<file path="src/rtl/intc_core.sv">
// Machine-level interrupt controller: per-source gateways, priority/threshold
// arbitration into a registered meip request, and a claim/complete handshake.
module intc_core #(
  parameter int unsigned N_SRC  = 8,
  parameter int unsigned PRIO_W = 3,
  parameter int unsigned ID_W   = $clog2(N_SRC + 1)
) (
  input  logic                      i_clk,
  input  logic                      i_rst_n,
  input  logic [N_SRC-1:0]          i_src,
  input  logic [N_SRC-1:0]          i_src_en,
  input  logic [N_SRC-1:0]          i_src_edge,
  input  logic [N_SRC*PRIO_W-1:0]   i_src_prio,
  input  logic [PRIO_W-1:0]         i_threshold,
  input  logic                      i_claim,
  output logic                      o_claim_valid,
  output logic [ID_W-1:0]           o_claim_id,
  input  logic                      i_complete,
  input  logic [ID_W-1:0]           i_complete_id,
  output logic                      o_meip,
  output logic [ID_W-1:0]           o_max_id
);

  localparam int unsigned PRIO_BITS = N_SRC * PRIO_W;

  logic [N_SRC-1:0]  pend;
  logic [N_SRC-1:0]  insvc;
  logic [N_SRC-1:0]  src_q;

  logic [N_SRC-1:0]  elig_c;
  logic [N_SRC-1:0]  set_c;
  logic [N_SRC-1:0]  claim_clr_c;
  logic [N_SRC-1:0]  cmp_clr_c;
  logic [N_SRC-1:0]  insvc_eff_c;
  logic [ID_W-1:0]   win_id_c;
  logic [PRIO_W-1:0] win_prio_c;
  logic [PRIO_BITS-1:0] prio_c;

  assign prio_c = i_src_prio;

  // Arbiter: strict '>' while scanning upward keeps ties on the lowest id.
  always_comb begin
    elig_c     = '0;
    win_id_c   = '0;
    win_prio_c = '0;
    for (int unsigned k = 0; k < N_SRC; k++) begin
      elig_c[k] = pend[k] & i_src_en[k] & (prio_c[k*PRIO_W +: PRIO_W] > i_threshold);
      if (elig_c[k] && (prio_c[k*PRIO_W +: PRIO_W] > win_prio_c)) begin
        win_id_c   = ID_W'(k + 1);
        win_prio_c = prio_c[k*PRIO_W +: PRIO_W];
      end
    end
  end

  // Gateways; a level source may re-pend in the same cycle its completion lands.
  always_comb begin
    cmp_clr_c   = '0;
    claim_clr_c = '0;
    insvc_eff_c = '0;
    set_c       = '0;
    for (int unsigned k = 0; k < N_SRC; k++) begin
      cmp_clr_c[k]   = i_complete & (i_complete_id == ID_W'(k + 1));
      claim_clr_c[k] = i_claim & (win_id_c == ID_W'(k + 1));
      insvc_eff_c[k] = insvc[k] & ~cmp_clr_c[k];
      set_c[k]       = i_src_edge[k] ? (i_src[k] & ~src_q[k])
                                     : (i_src[k] & ~pend[k] & ~insvc_eff_c[k]);
    end
  end

  // Edge set is ORed in after the claim clear so a coincident edge survives.
  always_ff @(posedge i_clk or negedge i_rst_n) begin
    if (!i_rst_n) begin
      pend          <= '0;
      insvc         <= '0;
      src_q         <= '0;
      o_claim_valid <= 1'b0;
      o_claim_id    <= '0;
      o_meip        <= 1'b0;
      o_max_id      <= '0;
    end else begin
      pend          <= (pend & ~claim_clr_c) | set_c;
      insvc         <= insvc_eff_c | claim_clr_c;
      src_q         <= i_src;
      o_claim_valid <= i_claim;
      if (i_claim) begin
        o_claim_id <= win_id_c;
      end
      o_meip        <= |elig_c;
      o_max_id      <= win_id_c;
    end
  end

endmodule

</file>
<file path="config.mk">
export PLATFORM = sky130hd
export DESIGN_NAME = intc_core
export DESIGN_NICKNAME = d
export VERILOG_FILES = /design/src/rtl/intc_core.sv
export SDC_FILE = /design/constraint.sdc
export NUM_CORES = 1
export LEC_CHECK = 0
export CAP_MARGIN = 20
export CORE_MARGIN = 2
export CORE_UTILIZATION = 51
export CTS_CLUSTER_DIAMETER = 200
export DETAILED_ROUTE_END_ITERATION = 16
export PLACE_DENSITY = 0.82
export REMOVE_ABC_BUFFERS = 1
export SLEW_MARGIN = 20
export SYNTH_ARGS = -nofsm -noshare
export SYNTH_HDL_FRONTEND = slang
export SYNTH_SLANG_ARGS = --single-unit
</file>
<file path="constraint.sdc">
create_clock -name i_clk -period 16.06 [get_ports i_clk]
set_clock_uncertainty 0.05 [all_clocks]
set_input_delay 2.409 -clock i_clk [delete_from_list [all_inputs] [get_ports i_clk]]
set_output_delay 2.409 -clock i_clk [all_outputs]
set_load 0.005 [all_outputs]
</file>
==> impl_metrics.csv <==
group,metric,value,unit
global_routing,globalRouteOverflowTotal,0,
synthesis,yosysWarnings,0,
sta,fin_worst_hold_slack,482,ps
setup_path,slowest_cell_on_the_critical_path,"clkdlybuf4s50_1",
detailed_routing,drt-initial-drc-count,135,
global_routing,number_of_antenna_violations_at_the_first_check_in_global_routing,0,
sta,final_min_period_over_clock_period,94.5,%
setup_path,r2r_start,"pend[0]$_DFF_PN0_",
synthesis,synth.top_cells.by_area,"dfrtp_1 (29%), ha_1 (17%), o21ai_0 (4.1%)",
clock_network,cts-root-buf,"clkbuf_8",
placement,placed_cell_area,0.00368,mm²
clock_network,max-clock-path-buffers,2,
setup_path,timing.critical_path.slowest_cell_delay,750,ps
detailed_routing,totalWireLength,7.71,mm
clock_network,cts_tree,"done",
floorplan,core_region_area,0.00551,mm²
detailed_routing,wl_per_cell,16.5,µm
setup_path,timing.critical_path.to_type,"flip-flop",
sta,final.setup.tns,0,ps
synthesis,async_flop_share,100,%
detailed_routing,post-route-drc-count,0,
global_routing,via_count_of_the_first_global_routing_pass,2781,
setup_path,worstReg2RegEnd,"pend[1]$_DFF_PN0_",
finish,area.growth.synth_to_final,29.2,%
synthesis,netlist-cell-type-count,67,
sta,timing.final.hold_violations,0,
pwr,power_density,100,mW/mm²
finish,final.fill_count,483,
global_routing,groute.layer.met3.usage,4.41,%
placement,number_of_port_buffers,68,
setup_path,timing.reg2reg.worst_path_depth,49,
setup_path,critPathArrivalTime,15300,ps
synthesis,synth_area_leader_cell,"dfrtp_1",
global_routing,grt_pass1_wl,12.6,mm
synthesis,synth_xor_xnor_area_share,0.299,%
synthesis,syn-instance-count,322,
placement,dpl_worst_slack,632,ps
sta,timing.slew.headroom,60.0,%
hold_path,hold_startpoint,"o_claim_id[2]$_DFFE_PN0P_",
sta,setup_viol,0,
floorplan,die_height,79.7,µm
global_routing,use_met2,44.5,%
sta,timing.final.crit_period,15180,ps
setup_path,cp_max_fo,13,
setup_path,worst-setup-path-type,"primary input to flip-flop",
finish,post_route_cell_area,0.00378,mm²
finish,layout.cells.non_filler,467,
synthesis,synth_ff_type,"dfrtp_1",
synthesis,synth_area_per_cell,9.08,µm²
setup_path,critical-path-top-cell-by-count,"ha_1",
pwr,static-leakage-power,1.64,nW
synthesis,synth_top_family_by_area,"compound AO/OA/AOI/OAI gates",
clock_network,clock_sink_count,34,
clock_network,htree_levels,2,
setup_path,timing.critical_path.from_type,"primary input",
detailed_routing,drt_via_density,6.02,
pwr,peak_supply_drop,0.0000654,V
placement,placed_cells_incl_taps,459,
synthesis,synth.mux.area_fraction,4.36,%
sta,grt_setup_unrepaired,"no",
sta,finalWorstSetupSlack,883,ps
finish,finish.net_count,493,
finish,layout-drive-gt1-share,7.34,%
hold_path,hold_path_depth,2,
detailed_routing,drt.antenna.violating_nets,0,
global_routing,top_usage_layer,"met2",
floorplan,io_pins,69,
clock_network,numCtsBuffers,5,
sta,worst_slew_pin_slew,599,ps
sta,max_freq,0.0659,GHz
clock_network,clk-insertion-delay-late,280,ps
floorplan,rows,27,
detailed_routing,drt_first_pass_iters,5,
synthesis,share_of_the_synthesized_area_in_compound_gates_ao_oa_aoi_oai,26.5,%
setup_path,critical_path_required,16180,ps
synthesis,yosys.area_share.adder,17.5,%
job,drv_cap,0,
synthesis,syn-cell-area,0.00293,mm²
clock_network,cts.repair_timing.setup_buffer_count,0,
detailed_routing,route.vias.total,2812,
setup_path,r2r_setup_slack,3760,ps
synthesis,area_share_of_the_largest_cell_type_after_synthesis,29.1,%
synthesis,synth-seq-cells,34,
hold_path,hold_path.class,"flip-flop to flip-flop",
global_routing,met1_usage_grt,31.6,%
placement,place_hpwl,6.24,mm
floorplan,area_of_the_die,0.00636,mm²
setup_path,crit_path_start,"i_threshold[0]",
hold_path,min_to,"o_claim_id[2]$_DFFE_PN0P_",
sta,report.final.slew_viol_count,0,
global_routing,grt.total_usage,25.1,%
synthesis,synth_edf_count,0,
global_routing,grt_start_max_net_pins,35,
finish,antenna_cells_inserted,0,
clock_network,cts.reportedPaths.clkPinSlew,60,ps
synthesis,sequential_cell_area_fraction_in_the_yosys_report,29.1,%
synthesis,synth_simple_gate_area_share,17.8,%
outcome,result_of_the_run,"finished, final reports clean",
floorplan,initial_cell_density_of_the_core,53.1,%
floorplan,die_x,79.7,µm
placement,gp_routability_congestion,0.891,
[kinds of logic after synthesis]
| group | count (synthesis) |
|---|---|
| XOR/XNOR | 1 |
| adder cells (fa/ha/maj) | 41 |
| buffers and inverters | 33 |
| AO/OA/AOI/OAI | 107 |
| AND/OR/NAND/NOR | 96 |
| flip-flops | 34 |
| multiplexers | 10 |
[layout make-up]
cell class                      count  area (µm²)  share of cell area (%)
Clock inverter                      1        5.00                   0.132
Timing Repair Buffer               69         688                    18.2
Clock buffer                        7        86.3                    2.28
Inverter                           29         109                    2.88
Multi-Input combinational cell    255        1950                    51.6
Sequential cell                    34         851                    22.5
Tap cell                           72        90.1                    2.38
[repair_timing]
action / in CTS / in global routing
endpoints found under the hold margin: 0 / 0
endpoints found under the setup margin: 0 / 8
hold buffers: 0 / 0
resized for setup: 0 / 2
[cells in the final DEF, fill, tap and decap left out, drive strengths merged, types with 3 or more instances in the layout]
master | netlist | routed
a211o | 3 | 3
nand4 | 3 | 3
a22o | 4 | 4
dfrtp | 34 | 34
a31oi | 5 | 5
o21ai | 27 | 27
mux2i | 4 | 4
inv | 29 | 29
nand2b | 12 | 12
nor3 | 3 | 3
nor2b | 9 | 9
o2111ai | 4 | 4
a21o | 6 | 6
o31ai | 3 | 3
and2 | 3 | 3
nor2 | 18 | 18
o21a | 6 | 6
nand3 | 14 | 14
ha | 40 | 40
clkbuf | 2 | 7
nand2 | 20 | 20
a21oi | 16 | 16
clkdlybuf4s50 | 0 | 68
a22oi | 4 | 4
nand3b | 4 | 4
mux2 | 6 | 6
[sequential cells by signal (all words and copies together) (netlist names)]
name	flops
o_claim_valid	1
o_claim_id	4
o_max_id	4
o_meip	1
pend	8
insvc	8
src_q	8
[power breakdown]
| group | internal (W) | switching [W] | leakage, nW |
|---|---|---|---|
| combinational | 0.0000924 | 0.0000956 | 1.21 |
| clock | 0.0000345 | 0.0000291 | 0.0482 |
| sequential | 0.000113 | 0.0000149 | 0.386 |
| total | 0.000240 | 0.000140 | 1.64 |
[metrics by stage]
| stage | utilization, % | total power (W) |
|---|---|---|
| after floorplan | - | 0.000241 |
| after global placement | 66.8 | 0.000304 |
| after detailed placement | 66.8 | 0.000313 |
| after CTS | 68.5 | 0.000378 |
| after global routing | 68.6 | 0.000408 |
| final | 68.6 | 0.000379 |
[critical path: cells and delay by family]
| family | cells | cell delay, ps |
|---|---|---|
| mux | 4 | 1570 |
| buf+inv | 2 | 880 |
| compound gates | 23 | 4730 |
| simple gates | 15 | 3330 |
| fa+ha+maj | 8 | 2370 |
[synth_stat cells (3+ instances only)]
| library cell | count |
|---|---|
| o21ai_0 | 24 |
| ha_1 | 40 |
| nor3_1 | 3 |
| o2111ai_1 | 4 |
| a211o_1 | 3 |
| mux2_2 | 4 |
| a22oi_1 | 4 |
| a21o_1 | 6 |
| nand2b_1 | 12 |
| nand3b_1 | 4 |
| o21a_1 | 6 |
| a22o_1 | 4 |
| nor2_1 | 18 |
| nand3_1 | 13 |
| dfrtp_1 | 34 |
| a21oi_1 | 15 |
| nor2b_1 | 8 |
| a31oi_1 | 5 |
| nand4_1 | 3 |
| mux2i_1 | 3 |
| o31ai_1 | 3 |
| inv_1 | 29 |
| nand2_1 | 20 |
[worst max-delay path by stage]
stage,to,cells past startpoint
after floorplan,pend[1]$_DFF_PN0_,52
after global placement,pend[1]$_DFF_PN0_,54
after detailed placement,pend[1]$_DFF_PN0_,52
after CTS,pend[1]$_DFF_PN0_,54
after global routing,pend[1]$_DFF_PN0_,54
final,pend[1]$_DFF_PN0_,52
[metal layers]
| metal | routed length (µm) | vias to the layer above | share of wire, % |
|---|---|---|---|
| li1 | - | 1367 | - |
| met1 | 3320 | 1326 | 43 |
| met2 | 3770 | 105 | 49 |
| met3 | 496 | 14 | 6.4 |
| met4 | 123 | 0 | 1.6 |
| met5 | 0 | - | 0 |
Power figures use the tool's default switching activity.
